$ cat src/rtl/mips_pc_pkg.sv
// Shared types and constants for the PC / fetch control slice.
// Imported by next_pc_calc and pc_fetch_ctrl.
package mips_pc_pkg;

  typedef enum logic [1:0] {
    IDLE = 2'd0,
    REQ  = 2'd1,
    HOLD = 2'd2
  } state_e;

  typedef enum logic [1:0] {
    SEL_SEQ = 2'd0,
    SEL_BR  = 2'd1,
    SEL_J   = 2'd2,
    SEL_JR  = 2'd3
  } next_sel_e;

  localparam logic [31:0] DEF_RESET_VECTOR = 32'h0000_0000;

endpackage

$ cat src/rtl/next_pc_calc.sv
// Next-PC select and redirect target arithmetic.
// Priority jr > jump > branch; targets are always word aligned.
import mips_pc_pkg::*;

module next_pc_calc #(
  parameter int ADDR_W = 32
) (
  input  logic [ADDR_W-1:0] pc_out,
  input  logic              br_taken,
  input  logic [ADDR_W-1:0] br_base,
  input  logic [15:0]       br_offset,
  input  logic              jump,
  input  logic [25:0]       jump_target,
  input  logic              jr,
  input  logic [ADDR_W-1:0] jr_addr,
  output logic [ADDR_W-1:0] pc_plus4,
  output next_sel_e         sel,
  output logic [ADDR_W-1:0] target,
  output logic              jr_misaligned
);

  logic              is_jr;
  logic              is_j;
  logic              is_br;
  logic [ADDR_W-1:0] br_disp;
  logic [ADDR_W-1:0] br_tgt;
  logic [ADDR_W-1:0] j_tgt;
  logic [ADDR_W-1:0] jr_tgt;

  assign pc_plus4 = pc_out + ADDR_W'(4);

  // One-hot after priority so the decoder below is truly unique
  assign is_jr = jr;
  assign is_j  = jump & ~jr;
  assign is_br = br_taken & ~jump & ~jr;

  assign br_disp = {{(ADDR_W-18){br_offset[15]}}, br_offset, 2'b00};
  assign br_tgt  = br_base + br_disp;
  assign j_tgt   = {pc_plus4[ADDR_W-1:28], jump_target, 2'b00};
  assign jr_tgt  = {jr_addr[ADDR_W-1:2], 2'b00};

  assign jr_misaligned = jr & (|jr_addr[1:0]);

  always_comb begin
    sel    = SEL_SEQ;
    target = pc_plus4;
    unique case (1'b1)
      is_jr: begin
        sel    = SEL_JR;
        target = jr_tgt;
      end
      is_j: begin
        sel    = SEL_J;
        target = j_tgt;
      end
      is_br: begin
        sel    = SEL_BR;
        target = {br_tgt[ADDR_W-1:2], 2'b00};
      end
      default: begin
        sel    = SEL_SEQ;
        target = pc_plus4;
      end
    endcase
  end

endmodule

$ cat src/rtl/pc_fetch_ctrl.sv
// PC register, fetch FSM and pending-redirect tracking.
// One outstanding word request; redirects during a fetch squash it.
import mips_pc_pkg::*;

module pc_fetch_ctrl #(
  parameter int              ADDR_W       = 32,
  parameter logic [ADDR_W-1:0] RESET_VECTOR = DEF_RESET_VECTOR
) (
  input  logic              clk_in,
  input  logic              rst_n,
  input  logic              stall,
  input  logic              br_taken,
  input  logic [ADDR_W-1:0] br_base,
  input  logic [15:0]       br_offset,
  input  logic              jump,
  input  logic [25:0]       jump_target,
  input  logic              jr,
  input  logic [ADDR_W-1:0] jr_addr,
  output logic              imem_req,
  output logic [ADDR_W-1:0] imem_addr,
  input  logic              imem_ack,
  output logic              if_valid,
  output logic [ADDR_W-1:0] pc_out,
  output logic [ADDR_W-1:0] pc_plus4,
  output logic              misaligned
);

  localparam logic [1:0] S_IDLE = IDLE;
  localparam logic [1:0] S_REQ  = REQ;
  localparam logic [1:0] S_HOLD = HOLD;

  logic [1:0]        state;
  logic              pend_valid;
  logic [ADDR_W-1:0] pend_target;
  next_sel_e         sel;
  logic [ADDR_W-1:0] target;
  logic              jr_mis;
  logic              redirect;
  logic              squash;

  next_pc_calc #(
    .ADDR_W(ADDR_W)
  ) u_next_pc (
    .pc_out       (pc_out),
    .br_taken     (br_taken),
    .br_base      (br_base),
    .br_offset    (br_offset),
    .jump         (jump),
    .jump_target  (jump_target),
    .jr           (jr),
    .jr_addr      (jr_addr),
    .pc_plus4     (pc_plus4),
    .sel          (sel),
    .target       (target),
    .jr_misaligned(jr_mis)
  );

  assign redirect  = (sel != SEL_SEQ);
  assign squash    = pend_valid | redirect;
  assign imem_req  = (state == S_REQ);
  assign imem_addr = pc_out;
  assign if_valid  = imem_req & imem_ack & ~squash;

  always_ff @(posedge clk_in or negedge rst_n) begin
    if (!rst_n) begin
      state       <= S_IDLE;
      pc_out      <= RESET_VECTOR;
      pend_valid  <= 1'b0;
      pend_target <= '0;
      misaligned  <= 1'b0;
    end else begin
      if (jr_mis)
        misaligned <= 1'b1;
      unique case (state)
        S_IDLE: begin
          if (redirect)
            pc_out <= target;
          state <= S_REQ;
        end
        S_REQ: begin
          if (imem_ack) begin
            if (redirect)
              pc_out <= target;
            else if (pend_valid)
              pc_out <= pend_target;
            else
              pc_out <= pc_plus4;
            pend_valid <= 1'b0;
            state      <= stall ? S_HOLD : S_REQ;
          end else if (redirect) begin
            // Newest redirect wins over any earlier pending one
            pend_valid  <= 1'b1;
            pend_target <= target;
          end
        end
        S_HOLD: begin
          if (redirect)
            pc_out <= target;
          if (!stall)
            state <= S_REQ;
        end
        default: state <= S_IDLE;
      endcase
    end
  end

endmodule

$ cat config.mk
export PLATFORM = sky130hd
export DESIGN_NAME = pc_fetch_ctrl
export DESIGN_NICKNAME = d
export VERILOG_FILES = /design/src/rtl/mips_pc_pkg.sv /design/src/rtl/next_pc_calc.sv /design/src/rtl/pc_fetch_ctrl.sv
export SDC_FILE = /design/constraint.sdc
export NUM_CORES = 1
export LEC_CHECK = 0
export ABC_CLOCK_PERIOD_IN_PS = 2440
export CAP_MARGIN = 20
export CORE_ASPECT_RATIO = 0.8
export CORE_MARGIN = 5
export CORE_UTILIZATION = 40
export DETAILED_ROUTE_END_ITERATION = 10
export PLACE_DENSITY = 0.75
export RECOVER_POWER = 100
export SYNTH_ARGS = -nofsm -noshare
export SYNTH_HDL_FRONTEND = slang
export SYNTH_SLANG_ARGS = --single-unit
export TNS_END_PERCENT = 20
$ cat constraint.sdc
create_clock -name clk_in -period 2.44 [get_ports clk_in]
set_input_delay 0.488 -clock clk_in [delete_from_list [all_inputs] [get_ports clk_in]]
set_output_delay 0.488 -clock clk_in [all_outputs]
set_load 0.05 [all_outputs]
==> flow_summary.json <==
{
  "via_per_inst": 5.908,
  "fin_ws_ps": -326.6,
  "dr.pass1.iters": 5,
  "postLayoutCellArea_sq_um": 11260,
  "end_kind": "output pin",
  "first_iter_violations": 715,
  "clock_path_buffers": 2,
  "cts.sinks": 68,
  "cap_violations": 1,
  "grt_pass1_wl_mm": 40.54,
  "finalSetupViolations": 43,
  "die_w_microns": 147.5,
  "synth_edf_count": 0,
  "antenna_found_initial": 0,
  "dieArea_sq_um": 17710,
  "fillers": 1024,
  "post_drt_wl_per_cell_microns": 20.39,
  "gr-total-overflow": 0,
  "grt_pass1_vias": 7627,
  "core_sq_um": 14910,
  "hold_class": "register to register",
  "tightestPinTransition_ps": 1760,
  "async_reset_ff_share_pct": 100.0,
  "status": "complete, but fails checks",
  "final_util_pct": 75.50,
  "path_class": "register to output pin",
  "cellLeakagePower_nw": 4.807,
  "synth_cell_types": 71,
  "io_buffers": 209,
  "n_antenna_cell": 0,
  "maxSlewViolCount": 69,
  "failed_checks": "max-capacitance violations, max-slew violations, negative setup slack",
  "path_max_fanout": 2,
  "area_delta_synth_final_pct": 86.04,
  "postSynthCellCount": 756,
  "fin_setup_tns_ps": -3974,
  "insertion_delay_ps": 340,
  "dp.cells": 1272,
  "vdd_drop_max_mv": 0.7644,
  "pre_cts_slack_ps": -1096,
  "gp_congestion": 0.9389,
  "postPlaceCellArea_sq_um": 10010,
  "tritoncts": "built",
  "synth_nets": 900,
  "wl_mm": 26.92,
  "synth_ff_type": "dfrtp_1",
  "drtAntennaViolNets": 0,
  "rows": 40,
  "root_buffer": "clkbuf_16",
  "startpoint_type": "register",
  "cts_made_buffers": 9,
  "syn_avg_cell_area_sq_um": 8.005,
  "hold_ws_ps": 460.0,
  "syn-cell-area_sq_um": 6052,
  "grt_max_degree": 69,
  "nets": 1270,
  "synth_seq_cells": 68,
  "cp_data_required_time_ps": 1950,
  "powerDensity_nw_per_um2": 807.7,
  "cp-startpoint": "imem_addr[2]",
  "arrival_ps": 2280,
  "fin_skew_ps": 5.900,
  "drive_above_1_share_pct": 39.35,
  "synth_area_leaders": "dfrtp_1 28%, ha_1 6.2%, nand2_1 4.8%, o21ai_0 4.6%, nor2_1 4.6%",
  "p_total_mw": 9.095,
  "htree_num_levels": 3,
  "final_cells": 1320,
  "vias": 7798,
  "yosysWarnings": 0,
  "min_from": "misaligned",
  "final_hold_viol_count": 0,
  "dp_hpwl_mm": 19.72,
  "min_period_ps": 2767,
  "drcViolationCount": 0,
  "boundaryPins": 212,
  "die_h_microns": 120.0,
  "yosys.area.top_type": "dfrtp_1",
  "period_share_pct": 113.4,
  "ys_seq_area_share_pct": 28.12,
  "synth_top_area_share_pct": 28.12,
  "yosysMostFrequentCell": "nand2_1",
  "start_util_pct": 40.58,
  "fmax_mhz": 361.5,
  "crit-reg2reg-launch": "imem_addr[2]",
  "clk_pin_slew_ps": 60,
  "synth_commonest_cells": "77 x nand2_1, 74 x nor2_1, 68 x dfrtp_1, 56 x o21ai_0, 40 x a21oi_1",
  "grt_usage_pct": 28.53,
  "rsz0062_at_grt": "true",
  "slew_headroom_pct": -17.36
}
-- layer usage --
metal / up-vias / global-route usage [%] / routed length [microns]
met5: - / 0 / 0
met4: 0 / 6.054 / 661
met3: 66 / 8.116 / 2712
met2: 469 / 47.18 / 12700
met1: 3740 / 37.31 / 10840
li1: 3523 / - / -
-- sequential cells by signal (all words and copies together) (netlist names) --
signal,count
imem_addr,32
misaligned,1
pend_target,32
pend_valid,1
state,2
-- critical path, cell delays in order, from the launching register on --
cell	delay [ps]
dfrtp_2	380
ha_4	140
nand2_2	50
or4_4	520
nor3_4	240
buf_6	140
nand3_4	90
xnor2_4	210
buf_12	160
-- cell type report --
| cell class | instances | area (sq um) | area share (%) |
|---|---|---|---|
| sequential | 68 | 1718 | 15.26 |
| clock buffer | 13 | 270.3 | 2.400 |
| tap | 189 | 236.5 | 2.100 |
| inverter | 16 | 60.06 | 0.5334 |
| clock inverter | 3 | 67.56 | 0.6001 |
| multi-input combinational | 599 | 4932 | 43.81 |
| timing repair buffer | 432 | 3975 | 35.30 |
-- final timing paths --
path                            depth (start not counted)  slack (ps)              end
worst max register to register                         10         -60  pend_target[30]
worst min register to register                          1         460       misaligned
worst min-delay path                                    1         460       misaligned
min in group asynchronous                               2         690     imem_addr[1]
max in group asynchronous                               2         550     imem_addr[2]
worst max-delay path                                    8        -330     pc_plus4[26]
-- cells in the final DEF (no fill, tap or decap), types with 6 or more instances in the layout --
master / count
buf_12: 29
a222oi_1: 10
a21o_1: 14
a21oi_2: 7
a21oi_1: 32
clkbuf_2: 11
nand2_1: 69
clkbuf_16: 9
a22oi_1: 13
o21ai_2: 7
a31oi_1: 28
mux2i_1: 8
dfrtp_2: 13
dlygate4sd3_1: 55
xnor2_4: 7
clkdlybuf4s50_1: 84
nand2b_1: 15
xnor2_1: 17
inv_1: 15
o21ai_0: 37
buf_6: 25
nor3_1: 15
ha_4: 25
and3_1: 11
dlygate4sd2_1: 6
xnor2_2: 7
o211ai_1: 15
o21ai_1: 13
nor2_1: 67
clkbuf_1: 7
buf_4: 193
nand3_1: 17
dfrtp_1: 55
buf_2: 18
nand4_1: 18
-- cells by family after synthesis --
family / count (synthesis) / synth area share [%]
DFF: 68 / 28.12
muxes: 13 / 2.253
adders and majority gates: 31 / 6.533
and+or+nand+nor: 271 / 21.44
xor gates and xnor gates: 44 / 6.492
buffers and inverters: 89 / 8.580
AOI/OAI and AO/OA: 240 / 26.59
-- what timing repair did --
action / CTS / global route
gates resized for setup: 218 / 85
endpoints found under the setup margin: 71 / 70
buffers inserted: 21 / 12
pin swaps: 88 / 47
hold buffers: 0 / 0
-- where the power goes --
group / internal, mW / switching, mW / total, mW
Combinational: 2.41 / 3.56 / 5.97
Clock: 0.979 / 0.488 / 1.47
Sequential: 1.43 / 0.228 / 1.66
Total: 4.82 / 4.28 / 9.09
No activity file was read; power rests on OpenSTA's default activity.
